`config.mk`:
```
export PLATFORM = sky130hd
export DESIGN_NAME = uart_rx_fifo
export DESIGN_NICKNAME = d
export VERILOG_FILES = /design/src/rtl/uart_rx_fifo.sv
export SDC_FILE = /design/constraint.sdc
export NUM_CORES = 1
export LEC_CHECK = 0
export ABC_AREA = 1
export CAP_MARGIN = 10
export CORE_ASPECT_RATIO = 1.75
export CORE_MARGIN = 8
export CORE_UTILIZATION = 36
export CTS_CLUSTER_DIAMETER = 200
export DETAILED_ROUTE_END_ITERATION = 8
export PLACE_DENSITY = 0.56
export SYNTH_ARGS = -nofsm -noshare
export SYNTH_HDL_FRONTEND = slang
export SYNTH_SLANG_ARGS = --single-unit
```
`constraint.sdc`:
```
create_clock -name Clk -period 2.65 [get_ports Clk]
set_clock_uncertainty 0.1 [all_clocks]
set_input_delay 0.53 -clock Clk [delete_from_list [all_inputs] [get_ports Clk]]
set_output_delay 0.53 -clock Clk [all_outputs]
set_load 0.005 [all_outputs]
```
`src/rtl/uart_rx_fifo.sv`:
```
// uart_rx_fifo: drains the UART receive holding register into a FWFT FIFO
// and keeps sticky receiver/overflow error status for the register front end.
module uart_rx_fifo #(
    parameter int DEPTH        = 16,
    parameter int RX_THRESHOLD = 8
) (
    input  logic                     Clk,
    input  logic                     Reset,
    input  logic [7:0]               RX_data,
    input  logic                     RX_empty,
    input  logic                     RX_overrun,
    input  logic                     RX_frame_error,
    output logic                     Unload_data,
    input  logic                     Rd_en,
    output logic [7:0]               Rd_data,
    output logic                     Rd_valid,
    output logic                     Full,
    output logic [$clog2(DEPTH):0]   Count,
    input  logic                     Flush,
    input  logic                     Clear_status,
    output logic                     Overflow_sticky,
    output logic                     Rx_overrun_sticky,
    output logic                     Frame_error_sticky,
    output logic                     Irq
);

    localparam int AW = $clog2(DEPTH);
    localparam int CW = AW + 1;

    typedef enum logic {
        S_CAP_IDLE = 1'b0,
        S_CAP_ACK  = 1'b1
    } cap_state_t;

    cap_state_t      r_state;
    cap_state_t      w_state_nxt;
    logic            w_cap;

    logic [7:0]      r_mem [DEPTH];
    logic [AW-1:0]   r_wr_ptr;
    logic [AW-1:0]   r_rd_ptr;
    logic [CW-1:0]   r_count;
    logic            r_ovf;
    logic            r_ovr;
    logic            r_ferr;

    logic            w_full;
    logic            w_valid;
    logic            w_slot_free;
    logic            w_push;
    logic            w_pop;
    logic            w_drop;

    // Capture FSM: one capture per holding-register load, then one ack cycle.
    always_ff @(posedge Clk or posedge Reset) begin
        if (Reset) begin
            r_state <= S_CAP_IDLE;
        end else begin
            r_state <= w_state_nxt;
        end
    end

    always_comb begin
        w_state_nxt = r_state;
        w_cap       = 1'b0;
        unique case (r_state)
            S_CAP_IDLE: begin
                if (!RX_empty) begin
                    w_cap       = 1'b1;
                    w_state_nxt = S_CAP_ACK;
                end
            end
            S_CAP_ACK: begin
                w_state_nxt = S_CAP_IDLE;
            end
            default: begin
                w_state_nxt = S_CAP_IDLE;
            end
        endcase
    end

    // The ack cycle is exactly the Unload_data pulse; reset drops it at once.
    assign Unload_data = (r_state == S_CAP_ACK);

    assign w_full      = (r_count == CW'(DEPTH));
    assign w_valid     = (r_count != '0);
    assign w_slot_free = !w_full || Rd_en;
    assign w_push      = w_cap && w_slot_free && !Flush;
    assign w_pop       = Rd_en && w_valid && !Flush;
    assign w_drop      = w_cap && !w_slot_free && !Flush;

    always_ff @(posedge Clk) begin
        if (w_push) begin
            r_mem[r_wr_ptr] <= RX_data;
        end
    end

    always_ff @(posedge Clk or posedge Reset) begin
        if (Reset) begin
            r_wr_ptr <= '0;
            r_rd_ptr <= '0;
            r_count  <= '0;
        end else if (Flush) begin
            r_wr_ptr <= '0;
            r_rd_ptr <= '0;
            r_count  <= '0;
        end else begin
            if (w_push) begin
                r_wr_ptr <= r_wr_ptr + AW'(1);
            end
            if (w_pop) begin
                r_rd_ptr <= r_rd_ptr + AW'(1);
            end
            if (w_push && !w_pop) begin
                r_count <= r_count + CW'(1);
            end else if (w_pop && !w_push) begin
                r_count <= r_count - CW'(1);
            end
        end
    end

    // Set has priority over Clear_status so no event is lost.
    always_ff @(posedge Clk or posedge Reset) begin
        if (Reset) begin
            r_ovf  <= 1'b0;
            r_ovr  <= 1'b0;
            r_ferr <= 1'b0;
        end else begin
            if (w_drop) begin
                r_ovf <= 1'b1;
            end else if (Clear_status) begin
                r_ovf <= 1'b0;
            end
            if (RX_overrun) begin
                r_ovr <= 1'b1;
            end else if (Clear_status) begin
                r_ovr <= 1'b0;
            end
            if (RX_frame_error) begin
                r_ferr <= 1'b1;
            end else if (Clear_status) begin
                r_ferr <= 1'b0;
            end
        end
    end

    assign Rd_valid           = w_valid;
    assign Rd_data            = w_valid ? r_mem[r_rd_ptr] : 8'h00;
    assign Full               = w_full;
    assign Count              = r_count;
    assign Overflow_sticky    = r_ovf;
    assign Rx_overrun_sticky  = r_ovr;
    assign Frame_error_sticky = r_ferr;
    assign Irq                = (r_count >= CW'(RX_THRESHOLD))
                              | r_ovf | r_ovr | r_ferr;

endmodule

```
**After elaboration in Yosys (flattened, before gate mapping)**

Memory sizes are Yosys's and may differ from the RTL's.
Cells that the tools add are included.
W data, S select, Z words.

- Word-level logic and storage cells: 56
- Memories: 1
- Bits in registers: 17
- Bits of input ports: 16
- Memory bits (writable): 128
- Output and inout bits: 20

Memory list:

| memory | words | width | rd ports | clocked after memory_dff | wr ports | RTL line | text |
|---|---|---|---|---|---|---|---|
| r_mem | 16 | 8 | 1 | 0 | 1 | 39 | `logic [7:0] r_mem [DEPTH];` |

- $lt $le $gt $ge: 1
- Reduce and logical (&&, ||, !) cells: 21
- Bitwise operators: 4
- $add $sub $neg: 4
- Muxes and demuxes: 17
- Eq/ne operators: 1

Operators by type and width:

| cell | number |
|---|---|
| $mux W4 | 4 |
| $mux W5 | 3 |
| $reduce_bool A2 Y1 | 5 |
| $add A4 B1 Y4 const B | 2 |
| $logic_and A1 B1 Y1 | 8 |
| $mux W1 | 8 |
| $mux W8 | 1 |
| $add A5 B1 Y5 const B | 1 |
| $eq A5 B5 Y1 const B | 1 |
| $ge A5 B4 Y1 const B | 1 |
| $logic_not A1 Y1 | 5 |
| $reduce_bool A5 Y1 | 1 |
| $sub A5 B1 Y5 const B | 1 |
| $or A1 B1 Y1 | 3 |
| $reduce_bool A3 Y1 | 1 |
| $pmux W1 S2 | 1 |
| $logic_or A1 B1 Y1 | 1 |
| $not A1 Y1 | 1 |

**Depth between registers and ports, before layout**

- Depth after elaboration: 10
- Mapped depth: 14
- Gate-level depth less buffers: 14

**Least setup slack after synthesis**

No wires, ideal clock.

- Kind: input to register
- Start point: input port RX_empty
- End point: register r_count[4], in the netlist Count[4]
- Arrival: 1.954 ns
- Buffers on the path: 0
- Stages: 13
- Slack: 0.480 ns
- Cell sequence: nor2_2 -> inv_1 -> nor2_2 -> nand3_2 -> fa_1 -> nand3_1 -> nand3_1 -> nand2_1 -> inv_1 -> nand2_1 -> nand2_1 -> nand2_1 -> nand2_1

- Cells in the longest elaborated chain, start to end: 7
- Elaborated cells between the ends (all ways): 10
- Those cells by class: 4 x mux; 6 x reduce/logical

Ends and longest elaborated chain:

| item | RTL line | text |
|---|---|---|
| start, declared | 10 | `input logic RX_empty,` |
| $mux W1 * | 68 | `if (!RX_empty) begin` |
| $mux W1 * | 66 | `unique case (r_state)` |
| $logic_and A1 B1 Y1 * (2 in series) | 88 | `assign w_push = w_cap && w_slot_free && !Flush;` |
| $logic_and A1 B1 Y1 or $logic_not A1 Y1 (tied branches) | 114, 116 |  |
| $mux W5 or $logic_and A1 B1 Y1 (tied branches) | 114, 116 |  |
| $mux W5 or $reduce_bool A3 Y1 (tied branches) | - |  |
| end signal, assigned | 115 | `r_count <= r_count + CW'(1);` |
| end signal, assigned | 117 | `r_count <= r_count - CW'(1);` |
| end, declared | 42 | `logic [CW-1:0] r_count;` |

Every way passes the cells marked *; elsewhere a longest branch is shown, timed or not.
A chain may end at the register's enable or synchronous reset.

**Worst setup path in the final report**

- Start point: register r_rd_ptr[0]
- End point: output port Rd_data[0]

- Cells in the longest elaborated chain, start to end: 2

Ends and longest elaborated chain:

| item | RTL line | text |
|---|---|---|
| start, declared | 41 | `logic [AW-1:0] r_rd_ptr;` |
| start signal, assigned | 112 | `r_rd_ptr <= r_rd_ptr + AW'(1);` |
| $mem_v2 Z16 W8 | - |  |
| $mux W8 | 148 | `assign Rd_data = w_valid ? r_mem[r_rd_ptr] : 8'h00;` |
| end, declared | 15 | `output logic [7:0] Rd_data,` |

No other way between the ends.

==> results.yml <==
timing:
  finalHoldViolations: 0
  rsz0062_at_grt: "true"
  finalSetupViolCount: 0
  slew_violations: 0
  whs_ns: 0.401
  relSlewSlack_pct: 52.2
  period_share_pct: 97.4
  tightestPinTransition_ns: 0.715
  fin_crit_ns: 2.58
  fmax_mhz: 387
  worst_slack_ns: 0.0678
flow_run:
  cap_viol_max_count: 0
routing:
  drt-initial-drc-count: 272
  top_layer_used: "met4"
  vias: 4325
  wl_met2_mm: 8.79
  via_per_inst: 4.98
  drc_errors: 0
  first_pass_iters: 5
  ant_nets: 0
  m1WireLength_mm: 5.86
  wire_per_inst_um: 18.3
  route.met3.wl_um: 761
  totalWireLength_mm: 15.8
global_routing:
  grt_max_degree: 34
  grt_pass1_wl_mm: 23.9
  first_global_vias: 4407
  gr-total-overflow: 0
  grt_usage_pct: 15.0
  antenna_found_initial: 0
final_layout:
  antenna_cells: 0
  layout-drive-gt1-share_pct: 23.4
  area_delta_synth_final_pct: 28.6
  final_nets: 654
  final_util_pct: 47.3
floorplan:
  die_w_um: 115
  ioPinCount: 36
  rows: 63
  dieArea_sq_um: 21900
  die_h_um: 190
  core_area_sq_um: 16900
  initial_core_util_pct: 36.8
status:
  status: "finished, final reports clean"
clocking:
  cts_root_buffer: "clkbuf_16"
  cts_sinks: 145
  cts_buffers: 17
  clk_pin_slew_worst_paths_ns: 0.06
  insertion_delay_ns: 0.43
  cts_hold_buf: 0
  max-clock-path-buffers: 2
  cts_tree: "built"
  htreeDepth: 4
synth:
  syn-cell-area_sq_um: 6230
  synth_compound_area_share_pct: 4.22
  syn-instance-count: 546
  synth_flop_cell: "edfxtp_1"
  yosysSeqAreaShare_pct: 68.5
  synth_top_area_share_pct: 61.7
  yosysTopAreaCell: "edfxtp_1"
  yosysMostFrequentCell: "nand2_1"
  synthTopCellsByArea: "edfxtp_1 62%, nand2_1 9.6%, nand3_1 8.6%, dfrtp_1 6.8%, ha_1 1.8%"
  ys_ff_latch: 145
  yosys-top-cells-count: "159 x nand2_1, 128 x edfxtp_1, 107 x nand3_1, 21 x a21oi_1"
  synth_cell_types: 30
  synth-warning-count: 0
  synth_adder_area_share_pct: 2.13
  avgSynthCellArea_sq_um: 11.4
  synth_top_family_by_area: "simple AND/OR/NAND/NOR gates"
  async_reset_ff_share_pct: 11.7
  synth_edf_count: 128
  synth_simple_gate_area_share_pct: 21.2
  synth_mux_area_share_pct: 0
  synth-xor-area-share_pct: 0.281
  synth_nets: 572
worst_setup_path:
  cp.arrival_ns: 1.95
  critPathKind: "register to output port"
  worst-path-max-fanout: 8
  crit_path_start_kind: "register"
  end_kind: "output port"
  crit_required_ns: 2.02
hold_path:
  hp-class: "input port to async pin"
placed_design:
  routabilityCongestion: 0.832
  place_ws_ns: 0.0592
  place_hpwl_mm: 10.4
  io_buffer_count: 35
power:
  p_leak_nw: 3.01
  p_per_area_nw_per_um2: 874
  max-vdd-ir-drop_mv: 0.506
  p_total_mw: 7.00
[cells by family after synthesis]
group / count (synthesis)
DFF: 145
AOI/OAI and AO/OA: 44
adders and majority gates: 10
buffers and inverters: 47
xor gates and xnor gates: 2
and+or+nand+nor: 298
[area by class of cell]
| cell class | instances | area [sq um] |
|---|---|---|
| multi-input cells | 354 | 1910 |
| flip-flops and latches | 145 | 4270 |
| well taps | 227 | 284 |
| inverters | 21 | 87.6 |
| clock buffers | 19 | 433 |
| repair buffers | 89 | 822 |
| clock inverters | 13 | 209 |
| fillers | 1501 | 8930 |
[cell usage in the layout (no fill, tap or decap), types with 3 or more instances in the layout]
cell type	Yosys	layout
buf_4	8	44
nand3_2	2	21
a21oi_1	21	13
inv_2	7	5
inv_1	12	12
clkinv_4	0	3
o21ai_0	6	6
a21oi_2	1	7
nor2_2	4	4
ha_1	9	9
clkdlybuf4s50_1	0	27
edfxtp_1	128	128
nand2_1	159	153
buf_12	0	6
nand3_1	107	87
buf_6	1	3
o21a_1	9	9
nand2_2	1	6
bufinv_16	0	5
clkbuf_16	0	17
dfrtp_1	17	15
nor2_1	17	17
nor3_1	3	3
nand2_4	4	5
buf_2	12	6
[registers in the layout, summed over array words and instances, names as in the netlist]
signal              flops
Rx_overrun_sticky       1
Count                   5
r_wr_ptr                4
r_rd_ptr                4
Unload_data             1
Frame_error_sticky      1
r_mem                 128
Overflow_sticky         1
[path summary, 6_finish.rpt]
path | start | to | slack [ns] | cells after the start
worst max register to register | Count[0]$_DFFE_PP0P_ | Count[4]$_DFFE_PP0P_ | 0.42 | 13
worst min-delay path | Reset | r_wr_ptr[0]$_DFFE_PP0P_ | 0.40 | 2
worst max-delay path | r_rd_ptr[0]$_DFFE_PP0P_ | Rd_data[0] | 0.07 | 10
worst min register to register | Rx_overrun_sticky$_DFFE_PP0P_ | Rx_overrun_sticky$_DFFE_PP0P_ | 0.45 | 2
max in group asynchronous | Reset | r_rd_ptr[1]$_DFFE_PP0P_ | 1.56 | 2
min in group Clk | Rx_overrun_sticky$_DFFE_PP0P_ | Rx_overrun_sticky$_DFFE_PP0P_ | 0.45 | 2
[worst max-delay path, cell delays in order, from the launching register on]
cell,delay [ns]
dfrtp_2,0.45
inv_4,0.11
buf_12,0.14
buf_12,0.13
buf_6,0.10
nand2_2,0.04
nand3_2,0.06
nand3_2,0.08
a21oi_2,0.16
o21a_1,0.13
buf_2,0.11
[repair_timing]
action                                  in CTS  in global routing
gates cloned                                 1                  1
pin swaps                                   13                 17
endpoints found under the hold margin        0                  0
resized for setup                           49                 36
endpoints found under the setup margin       8                  8
setup buffers                                5                  5
[routing by layer]
metal,up-vias,global-route usage (%)
li1,2072,-
met1,2105,15.4
met2,119,27.6
met3,29,3.27
met4,0,7.42
met5,-,0
[where the power goes]
part / leakage (nW) / switching, mW / internal, mW
Sequential: 1.37 / 0.0874 / 2.55
Clock: 0.306 / 0.904 / 1.67
Combinational: 1.33 / 0.996 / 0.792
Total: 3.01 / 1.99 / 5.01
[per-stage QoR]
step / area (sq um) / cells / TNS [ns]
final: 8010 / 868 / 0
after global routing: 8010 / 868 / -0.0570
after CTS: 7880 / 863 / -0.103
after detailed placement: 7100 / 827 / 0
after global placement: 7100 / 827 / 0
after floorplan: 6230 / 546 / 0
Note: power is estimated with default switching activity, not from simulation.
==> edit: new RTL, same flow settings <==
`DEPTH`: 16 -> 32.
--- a/src/rtl/uart_rx_fifo.sv
+++ b/src/rtl/uart_rx_fifo.sv
@@ -1,7 +1,7 @@
 // uart_rx_fifo: drains the UART receive holding register into a FWFT FIFO
 // and keeps sticky receiver/overflow error status for the register front end.
 module uart_rx_fifo #(
-    parameter int DEPTH        = 16,
+    parameter int DEPTH        = 32,
     parameter int RX_THRESHOLD = 8
 ) (
     input  logic                     Clk,
Interface: changed (resized Count); port bits go from 36 to 37. The function was not compared with the original's and may differ.
==> edit against the original RTL <==
The flow now finishes with violations (setup timing); sequential cell count increased by 131; combinational power up 100%; global-route usage rose by 2.0 points; final area is 86% higher; total power up 70%; fmax is 15% lower; routed wire length rose by 110%; synthesized cell count increased by 84%; worst setup slack got worse by 0.46 ns; area after synthesis rose by 87%; final cell count grew 83%; sequential share of layout area grew 1.7 points.
==> edit: results (changes against the original RTL) <==
DRT Wirelength - 33,500 um (+110%)
Largest register FFs - 256 (+100%)
Reg2Reg Setup Slack - 0.35 ns (-0.07 ns)
Post-Synth Adder-Cell Area - 1.14% (-0.99 points)
CP Max Fanout - 7 (-1)
Syn_nets - 1,028 (+80%)
Met3 Usage GRT - 1.93% (-1.3 points)
Clk buf depth - 3 (+1)
Metal-1 WL - 12,000 um (+100%)
Seq/Total Area, Yosys - 70.4% (+1.9 points)
HPWL after DPL - 21,400 um (+110%)
I/O Buffers - 36 (+2.9%)
Fraction of registers with async set/reset - 7.25% (-4.5 points)
Layout Cells excl Fill - 1,591 (+83%)
WHS - 0.304 ns (-0.0974 ns)
Via count - 8,244 (+91%)
CTS buffer count - 25 (+8)
Number of distinct library cells after synthesis - 39 (+30%)
Gpl congestion - 0.891 (+7.2%)
Post-DP Area - 13,300 um^2 (+87%)
Fmax - 0.329 GHz (-15%)
CP top delay family - flip-flops
H-tree levels - 1 (-3)
Failing checks - setup timing
First drt pass iteration count - 7 (+2)
Clock Latency Late Sink - 0.53 ns (+0.10 ns)
DR WL met2 - 18,400 um (+110%)
Tot GR Track Use - 17.0% (+2.0 points)
CP max stage cell - dfrtp_4
Post-Synth XOR/XNOR Area - 0.301% (+0.020 points)
Met1 Use GR - 17.3% (+1.9 points)
P_leak - 5.45 nW (+81%)
Status - finished with violations
Worst VDD drop - 0.449 mV (-11%)
Post-synth EDFFs - 256 (+100%)
Worst path arrival time - 2.41 ns (+0.46 ns)
Placed insts - 1,517 (+83%)
Dpl ws - -0.288 ns (-0.347 ns)
Routed met3 length - 1330 um (+74%)
Syn avg cell area - 11.6 um^2 (+1.7%)
Vias in the first global route - 8,439 (+91%)
Share of cells above drive strength 1 - 25.3% (+1.9 points)
Pin count of the biggest net entering global routing - 35 (+2.9%)
# nets final - 1,199 (+83%)
Worst setup margin - -0.394 ns (-0.462 ns)
First-pass GRT wire length - 50,100 um (+110%)
DRT iter0 DRCs - 584 (+110%)
Compound-Gate Fraction of Synth Area - 8.92% (+4.7 points)
Worst path max stage delay - 0.58 ns (+0.13 ns)
Top cells by area, synth - edfxtp_1 66%, nor2_1 6.8%, o21ai_0 4.9%
Final setup fails - 8 (+8)
Worst Tran Pin Value - 0.689 ns (-0.0260 ns)
Fillers - 2,921 (+95%)
Most frequent cells after synthesis - 256 x edfxtp_1, 211 x nor2_1, 123 x nand2_1
-- edit: timing repair --
| action | in CTS | in global routing |
|---|---|---|
| gates resized for setup | 156 | 40 |
| hold endpoints to repair | 0 | 0 |
| pin swaps | 51 | 30 |
| setup endpoints to repair | 8 | 8 |
| buffers inserted | 13 | 7 |
| gates cloned | 8 | 4 |
-- edit: path summary, 6_finish.rpt --
check	startpoint	depth (start not counted)	end
setup / recovery	r_rd_ptr[0]$_DFFE_PP0P_	10	Rd_data[4]
hold / removal	Reset	2	r_wr_ptr[4]$_DFFE_PP0P_
setup reg to reg	Count[4]$_DFFE_PP0P_	12	Count[5]$_DFFE_PP0P_
hold reg to reg	Frame_error_sticky$_DFFE_PP0P_	2	Frame_error_sticky$_DFFE_PP0P_
max in group asynchronous	Reset	3	Count[3]$_DFFE_PP0P_
min in group Clk	Frame_error_sticky$_DFFE_PP0P_	2	Frame_error_sticky$_DFFE_PP0P_
-- edit: report_power, final --
part / total [W] / switching [W] / internal, W
registers: 0.00491 / 0.0000865 / 0.00482
clock network: 0.00332 / 0.00158 / 0.00174
logic: 0.00366 / 0.00198 / 0.00169
total: 0.0119 / 0.00365 / 0.00825
-- edit: layout make-up --
| type | count | area, um^2 | share of cell area (%) |
|---|---|---|---|
| Clock buffer | 27 | 633 | 4.25 |
| Clock inverter | 18 | 98.8 | 0.664 |
| Multi-Input combinational cell | 630 | 3290 | 22.1 |
| Sequential cell | 276 | 8190 | 55.0 |
| Timing Repair Buffer | 196 | 2010 | 13.5 |
| Tap cell | 400 | 500 | 3.36 |
| Inverter | 44 | 173 | 1.16 |
-- edit: cells by family after synthesis --
kind of cell,count (synthesis)
XOR/XNOR,4
buffers and inverters,96
adder cells (fa/ha/maj),10
flip-flops,276
AND/OR/NAND/NOR,424
AO/OA/AOI/OAI,192
